==> config.mk <==
export PLATFORM = sky130hd
export DESIGN_NAME = bcd_disp_scan
export DESIGN_NICKNAME = d
export VERILOG_FILES = /design/src/rtl/bcd_disp_pkg.sv /design/src/rtl/bcd_to_seg.sv /design/src/rtl/bcd_disp_scan.sv
export SDC_FILE = /design/constraint.sdc
export NUM_CORES = 1
export LEC_CHECK = 0
export ABC_AREA = 0
export CAP_MARGIN = 20
export CELL_PAD_IN_SITES_DETAIL_PLACEMENT = 1
export CELL_PAD_IN_SITES_GLOBAL_PLACEMENT = 1
export CORE_MARGIN = 1
export CORE_UTILIZATION = 30
export CTS_CLUSTER_SIZE = 10
export DETAILED_ROUTE_END_ITERATION = 10
export PLACE_DENSITY = 0.63
export SLEW_MARGIN = 20
export SYNTH_ARGS = -nofsm -noshare
export SYNTH_HDL_FRONTEND = slang
export SYNTH_HIERARCHICAL = 1
export SYNTH_SLANG_ARGS = --single-unit
==> constraint.sdc <==
create_clock -name clk -period 5 [get_ports clk]
set_input_delay 0.5 -clock clk [delete_from_list [all_inputs] [get_ports clk]]
set_output_delay 0.5 -clock clk [all_outputs]
set_load 0.01 [all_outputs]
==> src/rtl/bcd_disp_pkg.sv <==
// rtl/bcd_disp_pkg.sv - glyph constants and scan phase type for the multiplexed BCD display
package bcd_disp_pkg;

    // Active-high glyphs, bit order gfedcba.
    localparam logic [6:0] SEG_0    = 7'h3F;
    localparam logic [6:0] SEG_1    = 7'h06;
    localparam logic [6:0] SEG_2    = 7'h5B;
    localparam logic [6:0] SEG_3    = 7'h4F;
    localparam logic [6:0] SEG_4    = 7'h66;
    localparam logic [6:0] SEG_5    = 7'h6D;
    localparam logic [6:0] SEG_6    = 7'h7D;
    localparam logic [6:0] SEG_7    = 7'h07;
    localparam logic [6:0] SEG_8    = 7'h7F;
    localparam logic [6:0] SEG_9    = 7'h6F;
    localparam logic [6:0] SEG_DASH = 7'h40;
    localparam logic [6:0] SEG_OFF  = 7'h00;

    typedef enum logic [0:0] {
        PH_GUARD = 1'b0,
        PH_SHOW  = 1'b1
    } phase_e;

endpackage

==> src/rtl/bcd_to_seg.sv <==
// rtl/bcd_to_seg.sv - combinational BCD nibble to active-high 7-segment glyph
module bcd_to_seg
    import bcd_disp_pkg::*;
(
    input  logic [3:0] digit_i,
    input  logic       blank_i,
    output logic [6:0] glyph_o
);

    always_comb begin
        glyph_o = SEG_DASH;
        if (blank_i) begin
            glyph_o = SEG_OFF;
        end else begin
            case (digit_i)
                4'd0:    glyph_o = SEG_0;
                4'd1:    glyph_o = SEG_1;
                4'd2:    glyph_o = SEG_2;
                4'd3:    glyph_o = SEG_3;
                4'd4:    glyph_o = SEG_4;
                4'd5:    glyph_o = SEG_5;
                4'd6:    glyph_o = SEG_6;
                4'd7:    glyph_o = SEG_7;
                4'd8:    glyph_o = SEG_8;
                4'd9:    glyph_o = SEG_9;
                default: glyph_o = SEG_DASH;
            endcase
        end
    end

endmodule

==> src/rtl/bcd_disp_scan.sv <==
// rtl/bcd_disp_scan.sv - latches BCD digits and scans them onto a shared 7-seg bus with guard time
module bcd_disp_scan
    import bcd_disp_pkg::*;
#(
    parameter int NDIG     = 8,
    parameter int SCAN_DIV = 1000,
    parameter int GUARD    = 2,
    parameter int ACT_LOW  = 1
) (
    input  logic              clk,
    input  logic              clr,
    input  logic              load,
    input  logic [4*NDIG-1:0] bcd_in,
    input  logic              ovf_in,
    input  logic              blank_en,
    output logic [6:0]        seg,
    output logic [NDIG-1:0]   dig_sel,
    output logic              ovf_led
);

    localparam int IDX_W = (NDIG > 1) ? $clog2(NDIG) : 1;
    localparam int PC_W  = (SCAN_DIV > 1) ? $clog2(SCAN_DIV) : 1;

    localparam logic [PC_W-1:0]  PC_LAST  = PC_W'(SCAN_DIV - 1);
    localparam logic [PC_W-1:0]  PC_GUARD = PC_W'(GUARD);
    localparam logic [PC_W-1:0]  PC_ONE   = PC_W'(1);
    localparam logic [IDX_W-1:0] IDX_LAST = IDX_W'(NDIG - 1);
    localparam logic [IDX_W-1:0] IDX_ONE  = IDX_W'(1);
    localparam logic [NDIG-1:0]  DIG_ONE  = NDIG'(1);

    logic [PC_W-1:0]   pc_q,     pc_d;
    logic [IDX_W-1:0]  idx_q,    idx_d;
    logic [4*NDIG-1:0] shadow_q, shadow_d;
    logic              ovf_q,    ovf_d;
    logic [6:0]        seg_q,    seg_d;
    logic [NDIG-1:0]   dig_q,    dig_d;

    logic [NDIG-1:0]   blank_mask;
    logic [3:0]        cur_digit;
    logic              cur_blank;
    logic [6:0]        glyph;
    phase_e            phase;

    // Walk down from the top digit; a digit is blanked while everything above it (and itself) is zero.
    always_comb begin
        logic run_zero;
        run_zero   = 1'b1;
        blank_mask = '0;
        for (int i = NDIG - 1; i >= 1; i--) begin
            run_zero      = run_zero & (shadow_q[4*i +: 4] == 4'd0);
            blank_mask[i] = blank_en & run_zero;
        end
    end

    assign cur_digit = shadow_q[{idx_q, 2'b00} +: 4];
    assign cur_blank = blank_mask[idx_q];
    assign phase     = (pc_q < PC_GUARD) ? PH_GUARD : PH_SHOW;

    bcd_to_seg u_dec (
        .digit_i (cur_digit),
        .blank_i (cur_blank),
        .glyph_o (glyph)
    );

    always_comb begin
        pc_d  = pc_q + PC_ONE;
        idx_d = idx_q;
        if (pc_q == PC_LAST) begin
            pc_d  = '0;
            idx_d = (idx_q == IDX_LAST) ? '0 : idx_q + IDX_ONE;
        end
        shadow_d = load ? bcd_in : shadow_q;
        ovf_d    = load ? ovf_in : ovf_q;
    end

    // Guard cycles drop every digit so the previous glyph cannot ghost onto the next digit.
    always_comb begin
        seg_d = SEG_OFF;
        dig_d = '0;
        if (phase == PH_SHOW) begin
            seg_d = glyph;
            dig_d = DIG_ONE << idx_q;
        end
    end

    always_ff @(posedge clk or posedge clr) begin
        if (clr) begin
            pc_q     <= '0;
            idx_q    <= '0;
            shadow_q <= '0;
            ovf_q    <= 1'b0;
            seg_q    <= SEG_OFF;
            dig_q    <= '0;
        end else begin
            pc_q     <= pc_d;
            idx_q    <= idx_d;
            shadow_q <= shadow_d;
            ovf_q    <= ovf_d;
            seg_q    <= seg_d;
            dig_q    <= dig_d;
        end
    end

    assign seg     = (ACT_LOW != 0) ? ~seg_q : seg_q;
    assign dig_sel = (ACT_LOW != 0) ? ~dig_q : dig_q;
    assign ovf_led = ovf_q;

endmodule

==> impl_metrics.py <==
metrics = {
    "sta": {
        "slew_headroom_pct": 49.0,
        "post-route-min-period_ns": 2.48,
        "fmax_mhz": 404,
        "fin_tns_setup_ns": 0,
        "tightest_slew_ns": 0.765,
        "fin_ws_ns": 2.52,
        "setup_viol": 0,
        "fin_crit_sh_pct": 49.5,
        "rsz0062_at_grt": "no",
        "drv_slew": 0,
        "fin_skew_ns": 0.00735,
        "final-hold-violation-count": 0,
    },
    "power": {
        "irDropWorstVdd_v": 0.0000957,
        "p_leak_nw": 1.60,
        "powerDensity_nw_per_um2": 295,
    },
    "clock_network": {
        "post_cts_buffers": 0,
        "htree_levels": 3,
        "cts_sinks": 61,
        "root_buffer": "clkbuf_8",
        "cts_resized": 0,
        "cts-buffers-inserted": 9,
        "worstSkewPairLatency_ns": 0.34,
        "tritoncts": "done",
        "cts_hold_buf": 0,
        "clk_pin_slew_ns": 0.06,
        "clk_path_buf_depth": 2,
    },
    "final_layout": {
        "fin_area_sq_um": 3820,
        "area_delta_synth_final_pct": 27.8,
        "fin_nets": 358,
        "fill_cells": 1087,
        "layout-drive-gt1-share_pct": 10.9,
        "n_antenna_cell": 0,
    },
    "detailed_routing": {
        "dr_total_vias": 2035,
        "dr.pass1.iters": 4,
        "wl_per_cell_um": 13.9,
        "drt.antenna.violating_nets": 0,
        "drcViolationCount": 0,
        "first_iter_violations": 44,
        "routed_wirelength_um": 6170,
        "avgViaCountPerCell": 4.58,
    },
    "global_route": {
        "grtUsageTotal_pct": 13.4,
        "grt_pass1_vias": 2045,
        "grt_pass1_wl_um": 10400,
        "grt_max_degree": 62,
        "grt_remaining_overflow": 0,
        "antenna_found_initial": 0,
    },
    "run": {
        "maxCapViolations": 0,
    },
    "synth": {
        "syn_avg_cell_area_sq_um": 11.7,
        "synth_edf_count": 0,
        "syn_area_sq_um": 2990,
        "yosysUniqueCellTypes": 41,
        "ys_ff_latch": 61,
        "syn_inst": 255,
        "syn-num-nets": 304,
        "seq_area_frac_synth_pct": 51.0,
        "postSynth.asyncResetShare_pct": 100,
        "ys_warn_count": 6,
        "dominantRegCellSynth": "dfrtp_1",
    },
    "floorplanning": {
        "die_w_um": 102,
        "coreArea_sq_um": 9730,
        "num_io_pins": 53,
        "fp-row-count": 36,
        "start_util_pct": 30.7,
        "die_area_sq_um": 10400,
        "die-height_um": 102,
    },
    "place": {
        "dp_hpwl_um": 4600,
        "portBuffers": 52,
        "placed_area_sq_um": 3630,
        "pre_cts_slack_ns": 2.48,
        "routabilityCongestion": 0.752,
    },
    "run_status": {
        "status": "completed",
    },
    "worst_hold_path": {
        "hp-class": "reg2reg",
    },
    "worst_setup_path": {
        "criticalPathCategory": "reg2reg",
        "worstPathRequired_ns": 5.22,
        "end_kind": "flop",
        "cp.arrival_ns": 2.70,
        "crit_path_max_fanout": 14,
        "crit_path_start_kind": "flop",
    },
}
-- synth_stat cells, types with 3 or more instances --
cell type | count | share of area [%]
mux2_2 | 5 | 1.9
o21ai_0 | 3 | 0.50
or3_1 | 3 | 0.63
nor4_1 | 7 | 1.5
nor3_1 | 3 | 0.50
a21oi_1 | 8 | 1.3
inv_1 | 20 | 2.5
nor2_1 | 11 | 1.4
o21ai_1 | 5 | 0.84
nand2_1 | 22 | 2.8
nand4_1 | 3 | 0.63
nand3_1 | 3 | 0.50
buf_4 | 3 | 0.75
and3_1 | 6 | 1.3
ha_1 | 12 | 5.0
clkbuf_1 | 3 | 0.38
mux2_1 | 28 | 11
a31oi_1 | 3 | 0.63
buf_2 | 4 | 0.67
mux4_2 | 7 | 5.3
dfrtp_1 | 61 | 51
and2_1 | 9 | 1.9
-- registers in the layout, summed over array words and instances, names as in the netlist --
signal    cells
pc_q         10
idx_q         3
seg_q         7
ovf_led       1
shadow_q     32
dig_q         8
-- cell type report --
class / instances / area, sq um / area share [%]
sequential: 61 / 1530 / 39.9
multi-input combinational: 159 / 1310 / 34.3
timing repair buffer: 54 / 536 / 14.0
tap: 133 / 166 / 4.35
clock buffer: 11 / 151 / 3.96
inverter: 24 / 97.6 / 2.55
clock inverter: 2 / 35.0 / 0.917
-- cell usage in the layout (no fill, tap or decap), types with 2 or more instances in the layout --
master           Yosys  final
dfrtp_1             61     61
clkdlybuf4s50_1      0     52
mux2_1              28     28
nand2_1             22     22
inv_1               20     19
ha_1                12     12
nor2_1              11     11
clkbuf_8             0     11
and2_1               9      9
a21oi_1              8      8
mux4_2               7      7
nor4_1               7      7
and3_1               6      6
mux2_2               5      5
o21ai_1              5      5
inv_2                2      3
nand4_1              3      3
nor3_1               3      3
nand3_1              3      3
a31oi_1              3      3
o21ai_0              3      3
or3_1                3      3
nand2b_1             2      2
xnor2_1              2      2
xor2_1               2      2
or4_1                2      2
buf_4                3      2
o21a_1               2      2
o31ai_1              2      2
-- metrics by stage --
step | util [%] | hold WS, ns | cells | total power, mW
2_1_floorplan | - | 0.432 | 255 | 0.640
3_3_place_gp | 37.3 | 0.447 | 431 | 0.710
3_5_place_dp | 37.3 | 0.458 | 431 | 0.714
4_1_cts | 39.2 | 0.467 | 444 | 1.15
5_1_grt | 39.3 | 0.478 | 444 | 1.18
6_report | 39.3 | 0.459 | 444 | 1.13
-- report_power, final --
part	total (mW)	internal, mW	switching (mW)
clock	0.425	0.248	0.177
sequential	0.553	0.530	0.0234
combinational	0.148	0.0868	0.0612
total	1.13	0.865	0.261
-- cells by family after synthesis --
| family | Yosys count | share of synthesized area (%) |
|---|---|---|
| compound gates | 27 | 5.65 |
| xor+xnor | 4 | 1.17 |
| fa+ha+maj | 12 | 5.02 |
| buf+inv | 35 | 5.44 |
| flops | 61 | 51.0 |
| mux | 42 | 18.9 |
| simple gates | 74 | 12.8 |
-- path summary, 6_finish.rpt --
kind,slack (ns),end,startpoint,cells after the start
max in group asynchronous,3.79,seg_q[1],clr,3
min,0.46,pc_q[0],pc_q[0],1
max reg2reg,2.52,seg_q[3],idx_q[0],8
max,2.52,seg_q[3],idx_q[0],8
min in group asynchronous,0.70,shadow_q[8],clr,3
min reg2reg,0.46,pc_q[0],pc_q[0],1
-- worst max-delay path, cell delays in order, from the launching register on --
cell and delay, ns:
dfrtp_1 0.78, mux4_1 0.66, nand2_1 0.08, nand2_1 0.14
inv_1 0.13, ha_1 0.25, nand4_1 0.10, o31ai_1 0.07
and2_1 0.16
-- layer usage --
metal  track usage [%]  wire, um
met1              16.9      2910
met2              20.9      2880
met3              3.56       235
met4              7.91       144
met5                 0         0
Note: power is estimated with default switching activity, not from simulation.
